`config.mk`:
```
export PLATFORM = sky130hd
export DESIGN_NAME = ps2_event_queue
export DESIGN_NICKNAME = d
export VERILOG_FILES = /design/src/rtl/ps2_pkg.sv /design/src/rtl/ps2_ch_fifo.sv /design/src/rtl/ps2_event_queue.sv
export SDC_FILE = /design/constraint.sdc
export NUM_CORES = 1
export LEC_CHECK = 0
export CORE_ASPECT_RATIO = 0.8
export CORE_UTILIZATION = 40
export CTS_BUF_LIST = sky130_fd_sc_hd__clkbuf_4
export DETAILED_ROUTE_END_ITERATION = 12
export PLACE_DENSITY_LB_ADDON = 0.08
export SETUP_SLACK_MARGIN = 0.1
export SYNTH_ARGS = -nofsm -noshare
export SYNTH_HDL_FRONTEND = slang
export SYNTH_SLANG_ARGS = --single-unit
```
`constraint.sdc`:
```
create_clock -name clk -period 8.11 [get_ports clk]
set_input_delay 2.0275 -clock clk [delete_from_list [all_inputs] [get_ports clk]]
set_output_delay 2.0275 -clock clk [all_outputs]
set_load 0.05 [all_outputs]
```
`src/rtl/ps2_pkg.sv`:
```
// Shared types and sizing helpers for the PS/2 event queue.
// Channel indices name the fixed keyboard/mouse decoder slots.
package ps2_pkg;

  localparam int PS2_DATA_W   = 8;
  localparam int PS2_CH_KBD   = 0;
  localparam int PS2_CH_MOUSE = 1;

  typedef struct packed {
    logic                  err;
    logic [PS2_DATA_W-1:0] code;
  } ps2_entry_t;

  function automatic int ps2_ch_w(input int n);
    return (n > 1) ? $clog2(n) : 1;
  endfunction

  function automatic int ps2_aw(input int d);
    return $clog2(d);
  endfunction

endpackage

```
`src/rtl/ps2_ch_fifo.sv`:
```
// One per-channel event FIFO: register array, wrapping pointers,
// fill count and sticky overflow.
import ps2_pkg::*;

module ps2_ch_fifo #(
  parameter  int DEPTH  = 16,
  parameter  int DATA_W = 8,
  localparam int AW     = ps2_aw(DEPTH)
) (
  input  logic          clk,
  input  logic          reset_n_i,
  input  logic          push_i,
  input  logic [DATA_W:0] wdata_i,
  input  logic          pop_i,
  input  logic          ovf_clr_i,
  output logic [DATA_W:0] rdata_o,
  output logic [AW:0]   count_o,
  output logic          empty_o,
  output logic          ovf_o
);

  logic [DATA_W:0] mem_q [DEPTH];
  logic [AW-1:0]   wr_q, wr_d;
  logic [AW-1:0]   rd_q, rd_d;
  logic [AW:0]     cnt_q, cnt_d;
  logic            ovf_q, ovf_d;
  logic            full, empty;
  logic            do_push, do_pop, drop;

  assign full  = (cnt_q == (AW+1)'(DEPTH));
  assign empty = (cnt_q == '0);

  // A pop frees the slot the same cycle, so a full FIFO still accepts.
  assign do_pop  = pop_i & ~empty;
  assign do_push = push_i & (~full | do_pop);
  assign drop    = push_i & full & ~do_pop;

  always_comb begin
    wr_d  = wr_q;
    rd_d  = rd_q;
    cnt_d = cnt_q;
    ovf_d = ovf_q;
    if (do_push) wr_d = wr_q + AW'(1);
    if (do_pop)  rd_d = rd_q + AW'(1);
    unique case ({do_push, do_pop})
      2'b10:   cnt_d = cnt_q + (AW+1)'(1);
      2'b01:   cnt_d = cnt_q - (AW+1)'(1);
      default: cnt_d = cnt_q;
    endcase
    if (ovf_clr_i) ovf_d = 1'b0;
    if (drop)      ovf_d = 1'b1;
  end

  always_ff @(posedge clk or negedge reset_n_i) begin
    if (!reset_n_i) begin
      wr_q  <= '0;
      rd_q  <= '0;
      cnt_q <= '0;
      ovf_q <= 1'b0;
    end else begin
      wr_q  <= wr_d;
      rd_q  <= rd_d;
      cnt_q <= cnt_d;
      ovf_q <= ovf_d;
    end
  end

  always_ff @(posedge clk) begin
    if (do_push) mem_q[wr_q] <= wdata_i;
  end

  assign rdata_o = mem_q[rd_q];
  assign count_o = cnt_q;
  assign empty_o = empty;
  assign ovf_o   = ovf_q;

endmodule

```
`src/rtl/ps2_event_queue.sv`:
```
// Multi-channel PS/2 receive queue: one FIFO per decoder,
// drained by the CPU through a single registered read port.
import ps2_pkg::*;

module ps2_event_queue #(
  parameter  int NUM_CH = 2,
  parameter  int DEPTH  = 16,
  parameter  int DATA_W = 8,
  localparam int CH_W   = ps2_ch_w(NUM_CH),
  localparam int AW     = ps2_aw(DEPTH)
) (
  input  logic                     clk,
  input  logic                     reset_n_i,
  input  logic [NUM_CH*DATA_W-1:0] code_i,
  input  logic [NUM_CH-1:0]        strobe_i,
  input  logic [NUM_CH-1:0]        err_i,
  input  logic                     rd_i,
  input  logic [CH_W-1:0]          rd_ch_i,
  output logic [DATA_W-1:0]        rd_data_o,
  output logic                     rd_err_o,
  output logic                     rd_valid_o,
  output logic [NUM_CH-1:0]        avail_o,
  output logic [NUM_CH*(AW+1)-1:0] count_o,
  output logic [NUM_CH-1:0]        ovf_o,
  input  logic [NUM_CH-1:0]        ovf_clr_i
);

  logic [DATA_W:0]   head [NUM_CH];
  logic [NUM_CH-1:0] pop_req;
  logic [NUM_CH-1:0] empty;
  logic              sel_ok;
  logic              popped;
  logic [DATA_W:0]   sel_head;
  logic [DATA_W:0]   rd_q, rd_d;
  logic              vld_q;

  assign sel_ok = ({1'b0, rd_ch_i} < (CH_W+1)'(NUM_CH));

  for (genvar k = 0; k < NUM_CH; k++) begin : g_ch
    assign pop_req[k] = rd_i & sel_ok & (rd_ch_i == CH_W'(k));

    ps2_ch_fifo #(
      .DEPTH  (DEPTH),
      .DATA_W (DATA_W)
    ) u_fifo (
      .clk       (clk),
      .reset_n_i (reset_n_i),
      .push_i    (strobe_i[k]),
      .wdata_i   ({err_i[k], code_i[k*DATA_W +: DATA_W]}),
      .pop_i     (pop_req[k]),
      .ovf_clr_i (ovf_clr_i[k]),
      .rdata_o   (head[k]),
      .count_o   (count_o[k*(AW+1) +: AW+1]),
      .empty_o   (empty[k]),
      .ovf_o     (ovf_o[k])
    );
  end

  assign avail_o = ~empty;
  assign popped  = |(pop_req & ~empty);

  always_comb begin
    sel_head = '0;
    for (int k = 0; k < NUM_CH; k++) begin
      if (rd_ch_i == CH_W'(k)) sel_head = head[k];
    end
  end

  // Output register holds the last popped entry until the next pop.
  assign rd_d = popped ? sel_head : rd_q;

  always_ff @(posedge clk or negedge reset_n_i) begin
    if (!reset_n_i) begin
      rd_q  <= '0;
      vld_q <= 1'b0;
    end else begin
      rd_q  <= rd_d;
      vld_q <= popped;
    end
  end

  assign rd_data_o  = rd_q[DATA_W-1:0];
  assign rd_err_o   = rd_q[DATA_W];
  assign rd_valid_o = vld_q;

endmodule

```
### Word level (Yosys, flattened, before mapping)

Memories as Yosys holds them, arrays and structs flattened.
Index checks and enable logic that the tools add are counted.

| word-level totals | value |
|---|---|
| memories kept | 2 |
| output and inout bits | 24 |
| logic and storage cells | 65 |
| bits in writable memories | 288 |
| bits of input ports | 26 |
| bits in registers | 38 |

Memories:

| memory | words | bits a word | rd ports | clocked after memory_dff | write ports | line | RTL |
|---|---|---|---|---|---|---|---|
| g_ch[0].u_fifo.mem_q | 16 | 9 | 1 | 0 | 1 | ps2_ch_fifo.sv:22 | `logic [DATA_W:0] mem_q [DEPTH];` |
| g_ch[1].u_fifo.mem_q | 16 | 9 | 1 | 0 | 1 | ps2_ch_fifo.sv:22 |  |

| cells by class | value |
|---|---|
| eq/ne operators | 6 |
| mux-type cells | 11 |
| bitwise operators | 21 |
| reductions and logical operators | 7 |
| $add $sub $neg | 8 |

Operator list:

| kind | count |
|---|---|
| 5-bit case mux with 2 select lines | 2 |
| 4-bit by 1-bit adder with 4-bit output, second input constant | 4 |
| 5-bit by 1-bit adder with 5-bit output, second input constant | 2 |
| 1-bit AND | 10 |
| 5-bit equality test, second input constant | 2 |
| 5-bit logical NOT | 2 |
| 5-bit by 1-bit subtractor with 5-bit output, second input constant | 2 |
| 9-bit two-way mux | 1 |
| 1-bit two-way mux | 8 |
| 2-bit nonzero test | 4 |
| 1-bit inverter | 7 |
| 2-bit by 1-bit equality test with 1-bit output, second input constant | 2 |
| 2-bit equality test, second input constant | 2 |
| 2-bit AND | 1 |
| 2-bit inverter | 1 |
| 1-bit OR | 2 |
| 2-bit OR reduction | 1 |

### Depth between registers and ports, before layout

Gate-level depths: netlist (run 1).

| depth | value |
|---|---|
| word-level depth | 7 |
| gate-level depth with buffers | 13 |
| depth with buffers taken out | 12 |

### Modules after synthesis

From an unflattened synthesis (run 1), not the netlist that was laid out.

| unflattened totals | value |
|---|---|
| cell total of the unflattened synthesis | 704 |
| area, all modules | 13256.5 µm² |

By module, submodules not included:

| module | area an instance (µm²) | seq. area each (µm²) | cells each | times used |
|---|---|---|---|---|
| ps2_ch_fifo | 6363.6 | 4674.5 | 328 | 2 |
| ps2_event_queue | 529.3 | 250.2 | 48 | 1 |

### Least setup slack after synthesis (run 1)

OpenSTA, ideal clock, no wires.

| timing path | value |
|---|---|
| path kind | input port to flip-flop |
| start | in rd_ch_i |
| end | reg g_ch[1].u_fifo.cnt_q[4] |
| cell stages on the path | 12 |
| arrival time | 4.373 ns |
| required time | 8.028 ns |
| slack | 3.655 ns |
| path buffers | 1 |
| library setup time | 0.082 ns |
| cells stage by stage | nand2_1 > a31oi_1 > inv_1 > ha_1 > clkbuf_1 > xor2_1 > ha_1 > or3b_2 > a21oi_1 > o21bai_1 > a21oi_1 > xor2_1 |

| between the ends | value |
|---|---|
| longest elaborated chain between the ends | 6 |
| elaborated cells between the ends (all ways) | 8 |
| those cells by class | 2 x eq/ne; 1 x mux; 4 x bitwise; 1 x reduce/logical |

RTL lines:

| what | line | RTL |
|---|---|---|
| start, declared | ps2_event_queue.sv:18 | `input logic [CH_W-1:0] rd_ch_i,` |
| 1-bit AND * | ps2_event_queue.sv:40 | `assign pop_req[k] = rd_i & sel_ok & (rd_ch_i == CH_W'(k));` |
| 1-bit AND * | ps2_ch_fifo.sv:34 | `assign do_pop = pop_i & ~empty;` |
| 1-bit OR | ps2_ch_fifo.sv:35 | `assign do_push = push_i & (~full \| do_pop);` |
| 1-bit AND | ps2_ch_fifo.sv:35 |  |
| 2-bit by 1-bit equality test with 1-bit output or 2-bit equality test (tied branches) | ps2_ch_fifo.sv:45 | `unique case ({do_push, do_pop})` |
| 5-bit case mux with 2 select lines or 2-bit nonzero test (tied branches) | -- |  |
| end signal, assigned | ps2_ch_fifo.sv:63 | `cnt_q <= cnt_d;` |
| end, declared | ps2_ch_fifo.sv:25 | `logic [AW:0] cnt_q, cnt_d;` |

Every way passes the cells marked *; elsewhere a longest branch is shown, timed or not.
A chain may end at the register's enable or synchronous reset.

### Final worst setup path (run 1)

| timing path | value |
|---|---|
| start | reg g_ch[1].u_fifo.cnt_q[3] |
| end | out avail_o[1] |

| between the ends | value |
|---|---|
| longest elaborated chain between the ends | 2 |

RTL lines:

| what | line | RTL |
|---|---|---|
| 5-bit logical NOT | ps2_ch_fifo.sv:31 | `assign empty = (cnt_q == '0);` |
| 2-bit inverter | ps2_event_queue.sv:59 | `assign avail_o = ~empty;` |
| end, declared | ps2_event_queue.sv:22 | `output logic [NUM_CH-1:0] avail_o,` |

No other way between the ends.

==> reports/qor.csv, run 1 <==
metric,value,unit
io_pins,50,
clock-skew-final,0.0555,ns
layout_common_cells,"edfxtp_1 (288), clkbuf_4 (123), mux4_2 (63)",
dp.cells,1158,
synth_top_cell_by_area,edfxtp_1,
synthesis.nets,749,
syn_area_per_cell,18.7,um^2
numClockSinks,326,
syn_area,0.0132,mm^2
drtIter0Drc,498,
cts_buffer_depth,3,
max_stage_delay,0.71,ns
floorplan.die_area,0.0337,mm^2
wirelength,29600,um
seqPwrFrac,42.2,%
post-place-ws,2.75,ns
start_util,40.6,%
cts_root_buffer,clkbuf_4,
final.min_clock_period,4.72,ns
core_area,0.0325,mm^2
ys_seq_area_share,72.7,%
crit_slowest_cell,clkdlybuf4s50_1,
post-dp-hpwl,19500,um
synthCells,705,
cts_buffers,81,
end_kind,output port,
power_leakage,0.00516,uW
switching_share,34.0,%
die_x,205,um
wl_met1,14300,um
hold_class,reg -> reg,
maxCapViolCount,0,
placed_area,0.0141,mm^2
synth_flop_cell,edfxtp_1,
worst_slack,3.39,ns
synth-seq-cells,326,
switchingPower,1820,uW
final_antenna_net_count,0,
clock_latency,0.71,ns
finalCritPeriodShare,58.2,%
clock.fmax,0.212,GHz
design_area,0.0152,mm^2
top_layer,met4,
instances_no_fill,1309,
critical_path_buf_inv_count,2,
die_h,164,um
grt_max_degree,54,
overflow,0,
synth_edf_count,288,
path_delay_family,simple AND/OR/NAND/NOR gates,
final_common_cell,edfxtp_1,
yosysTopAreaCellShare,65.5,%
drv_slew,0,
arrival,2.69,ns
gp_congestion,0.791,
irDropWorstVdd,175,uV
grt_pass1_wl,43900,um
layout.nets,858,
post_cts_buffers,0,
fp-row-count,59,
num-fill-cells,2823,
yosys-top-cells-area,"edfxtp_1 (66%), mux4_2 (11%), dfrtp_1 (7.2%)",
synthDistinctLibCells,48,
cts-resized-gates,0,
final-hold-violation-count,0,
slew_headroom,32.7,%
post_drt_via_cell_ratio,5.26,
numPortBuffers,49,
ys_warn_count,0,
cp.required,6.08,ns
tightest_slew,1.00,ns
status,finished clean,
critPathKind,reg -> out,
wire_per_inst,22.6,um
startpoint_type,register,
p_clk_share,26.1,%
drive_gt1_share,26.6,%
grt.total_usage,18.3,%
first_pass_iters,5,
rsz0062_at_grt,no,
path_clk_slew,0.06,ns
grt_pass1_vias,7110,
power.density,354,mW/mm^2
cts_tree,built,
internal-power,3550,uW
drc,0,
cts_hold_buf,0,
setup_tns,0,ns
wl_met2,13000,um
setup_viol,0,
crit_chain,nor4_1 > nor2b_1 > inv_1 > clkdlybuf4s50_1,
p_comb_share,31.8,%
htree_levels,3,
critPathMaxFanout,5,
area_delta_synth_final,15.0,%
met3_length,1640,um
synth-async-reset-ratio,11.7,%
via_count,6880,
antenna_found_initial,1,
==> layout make-up <==
type                    instances  area (um^2)  share of cell area (%)
flip-flops and latches        326         9600                    63.2
multi-input cells             323         3320                    21.9
clock buffers                 123          923                    6.08
repair buffers                 57          546                    3.59
well taps                     427          534                    3.52
clock inverters                26          161                    1.06
inverters                      25         93.8                   0.618
diodes                          2         5.00                  0.0330
==> worst reg2reg max path, delay by kind of cell (launching register included) <==
kind	cells	cell delay, ns
AOI/OAI and AO/OA	4	0.82
adders and majority gates	2	0.62
DFF	1	0.45
xor gates and xnor gates	2	0.26
buffers and inverters	1	0.21
and+or+nand+nor	2	1.00
==> Yosys cell counts, drive strengths merged, types with 4 or more instances <==
master / instances
a21oi: 12
a221oi: 4
a31oi: 4
and2: 17
buf: 24
clkbuf: 7
dfrtp: 38
edfxtp: 288
ha: 17
inv: 24
mux2: 23
mux2i: 8
mux4: 66
nand2: 27
nand2b: 6
nand3: 5
nand3b: 6
nand4: 7
nor2: 32
nor2b: 7
nor3: 7
o211ai: 6
o21ai: 12
o221ai: 6
o22ai: 6
o31a: 4
xnor2: 12
xor2: 11
==> stage by stage <==
| stage | total power [uW] | hold slack, ns | utilization [%] |
|---|---|---|---|
| 3_5_place_dp | 4030 | 0.525 | 43.4 |
| 2_1_floorplan | 3460 | 0.493 | - |
| 3_3_place_gp | 4000 | 0.511 | 43.4 |
| 5_1_grt | 5660 | 0.563 | 46.7 |
| 4_1_cts | 5450 | 0.535 | 46.7 |
| 6_report | 5370 | 0.534 | 46.7 |
==> final timing paths <==
| check | from | endpoint | slack [ns] | cells past startpoint |
|---|---|---|---|---|
| min in group asynchronous | reset_n_i | g_ch[0].u_fifo.wr_q[1] | 1.45 | 1 |
| worst min register to register | g_ch[1].u_fifo.ovf_o | g_ch[1].u_fifo.ovf_o | 0.53 | 2 |
| worst max register to register | g_ch[1].u_fifo.count_o[3] | g_ch[1].u_fifo.count_o[4] | 4.68 | 11 |
| worst max-delay path | g_ch[1].u_fifo.count_o[3] | avail_o[1] | 3.39 | 4 |
| max in group asynchronous | reset_n_i | g_ch[1].u_fifo.rd_q[0] | 6.02 | 1 |
| worst min-delay path | g_ch[1].u_fifo.ovf_o | g_ch[1].u_fifo.ovf_o | 0.53 | 2 |
==> cells by family after synthesis <==
kind of cell	count (synthesis)	synth area share [%]
simple gates	121	4.59
xor+xnor	23	1.53
compound gates	64	3.35
buf+inv	56	2.13
flops	326	72.7
fa+ha+maj	18	1.76
mux	97	13.9
==> routing by layer <==
metal	up-vias	GRT usage, %
met2	214	26.1
met1	3524	27.1
met5	-	0
met3	61	4.40
li1	3081	-
met4	0	6.87
==> registers in the layout (all words and copies together), names as in the netlist <==
signal / count
g_ch.u_fifo.count_o: 10
g_ch.u_fifo.mem_q: 288
g_ch.u_fifo.ovf_o: 2
g_ch.u_fifo.rd_q: 8
g_ch.u_fifo.wr_q: 8
rd_q: 9
rd_valid_o: 1
==> power groups by stage <==
stage / sequential (uW) / clock (uW) / combinational [uW]
6_report: 2270 / 1400 / 1710
5_1_grt: 2300 / 1530 / 1840
4_1_cts: 2270 / 1450 / 1740
3_5_place_dp: 2300 / 0 / 1730
3_3_place_gp: 2290 / 0 / 1710
2_1_floorplan: 2360 / 0 / 1100
Note: power is estimated with default switching activity, not from simulation.
==> run 2: changes to the inputs <==
Clock period 8.11 ns to 4.75 ns, I/O delays scaled along.
==> run 2 against run 1 <==
  * Sequential share of layout area decreased by 1.0 points
  * Hold slack improved by 0.0023 ns
  * Worst setup slack got worse by 2.6 ns
  * Combinational power increased by 68%
  * Count of clock-buffer cells in the layout increased by 9
  * Register-to-register slack got worse by 3.3 ns
  * Core utilization increased by 0.76 points
  * Wire length increased by 3.8%
  * Flip-flop and latch count unchanged
  * Critical endpoint unchanged
==> reports/qor.csv, run 2 (synthesized netlist as in run 1, its figures left out) <==
metric,value,unit
clock-skew-final,0.0582,ns
grt_pass1_vias,7304,
regMostFlops,g_ch.u_fifo.mem_q,
p_comb_share,30.7,%
io_pins,50,
grt.total_usage,18.9,%
first_pass_iters,4,
end_kind,output port,
worst_slack,0.841,ns
multi_input_area,0.00332,mm^2
numClockSinks,326,
critPathKind,reg -> out,
irDropWorstVdd,204,uV
post-place-ws,0.582,ns
die_h,164,um
layout_common_cells,"edfxtp_1 (288), clkbuf_4 (132), mux4_2 (63)",
max_stage_delay,0.69,ns
area_delta_synth_final,16.9,%
via_count,7024,
drtIter0Drc,579,
critPathMaxFanout,7,
post-dp-hpwl,20000,um
instances_no_fill,1335,
final.min_clock_period,3.91,ns
cp.required,3.56,ns
crit_chain,nor4_1 > nor2b_1 > inv_1 > clkdlybuf4s50_1,
cts-resized-gates,0,
arrival,2.72,ns
reg2reg_from,g_ch[1].u_fifo.count_o[2],
critical_path_buf_inv_count,2,
gp_congestion,0.779,
largest_register_ffs,288,
drv_slew,0,
core_area,0.0325,mm^2
layout.nets,882,
status,finished clean,
numPortBuffers,49,
setup_tns,0,ns
maxCapViolCount,0,
rsz0062_at_grt,no,
cts_hold_buf,0,
switchingPower,3150,uW
post_drt_via_cell_ratio,5.26,
path_delay_family,simple AND/OR/NAND/NOR gates,
seqPwrFrac,42.0,%
fp-row-count,59,
internal-power,6230,uW
startpoint_type,register,
crit_slowest_cell,clkdlybuf4s50_1,
start_util,40.6,%
cts_buffer_depth,3,
slew_headroom,35.5,%
p_clk_share,27.3,%
hp-start,g_ch[1].u_fifo.ovf_o,
clock_latency,0.73,ns
htree_levels,3,
final-seq-area,0.00960,mm^2
num-fill-cells,2758,
die_x,205,um
cts_root_buffer,clkbuf_4,
cts_buffers,84,
floorplan.die_area,0.0337,mm^2
cts_tree,built,
power.density,608,mW/mm^2
post_cts_buffers,0,
power_leakage,0.00531,uW
dp.cells,1179,
final-hold-violation-count,0,
drive_gt1_share,28.7,%
drc,0,
grt_pass1_wl,45600,um
wire_per_inst,23.0,um
final_common_cell,edfxtp_1,
antenna_found_initial,2,
clock.fmax,0.256,GHz
final_antenna_net_count,0,
switching_share,33.6,%
tightest_slew,0.967,ns
wirelength,30700,um
crit_start,g_ch[1].u_fifo.count_o[2],
grt_max_degree,40,
finalCritPeriodShare,82.3,%
setup_viol,0,
path_clk_slew,0.06,ns
hold_class,reg -> reg,
overflow,0,
run 2: power groups by stage:
stage                     Sequential (uW)  Combinational (uW)  Clock (uW)
after detailed placement             4010                2900           0
final                                3940                2880        2560
after CTS                            3950                2910        2640
after floorplan                      4030                1870           0
after global placement               3980                2870           0
after global routing                 4000                3090        2780
run 2: per-layer routing:
| metal | share of wire (%) | vias to the layer above | global-route usage, % |
|---|---|---|---|
| met4 | 1.9 | 0 | 6.73 |
| met3 | 6.9 | 52 | 5.68 |
| met2 | 43 | 238 | 26.3 |
| met1 | 48 | 3598 | 28.1 |
| li1 | - | 3136 | - |
| met5 | 0 | - | 0 |
run 2: layout make-up:
cell class,instances,share of cell area [%]
tap,427,3.46
inverter,25,0.608
clock buffer,132,6.42
timing repair buffer,78,4.64
sequential,326,62.2
antenna,2,0.0324
clock inverter,22,1.11
multi-input combinational,323,21.5
run 2: tightest hold or removal path: stages, from the launching register on:
cell and delay (ns):
dfrtp_1 0.38, inv_1 0.05, o22ai_1 0.06
run 2: per-stage QoR:
stage / utilization (%) / area, um^2 / hold WS [ns] / total power [uW]
final: 47.5 / 15400 / 0.536 / 9380
after floorplan: - / 13200 / 0.493 / 5910
after CTS: 47.5 / 15400 / 0.542 / 9500
after detailed placement: 43.9 / 14300 / 0.529 / 6910
after global placement: 43.9 / 14300 / 0.514 / 6860
after global routing: 47.5 / 15400 / 0.563 / 9880
run 2: path summary, 6_finish.rpt:
| kind | to | slack [ns] | depth (start not counted) |
|---|---|---|---|
| worst max-delay path | avail_o[1] | 0.84 | 4 |
| worst min register to register | g_ch[1].u_fifo.ovf_o | 0.54 | 2 |
| worst min-delay path | g_ch[1].u_fifo.ovf_o | 0.54 | 2 |
| worst max register to register | g_ch[1].u_fifo.count_o[4] | 1.40 | 12 |
| min in group asynchronous | rd_q[7] | 0.63 | 1 |
| max in group asynchronous | g_ch[0].u_fifo.rd_q[0] | 3.43 | 1 |
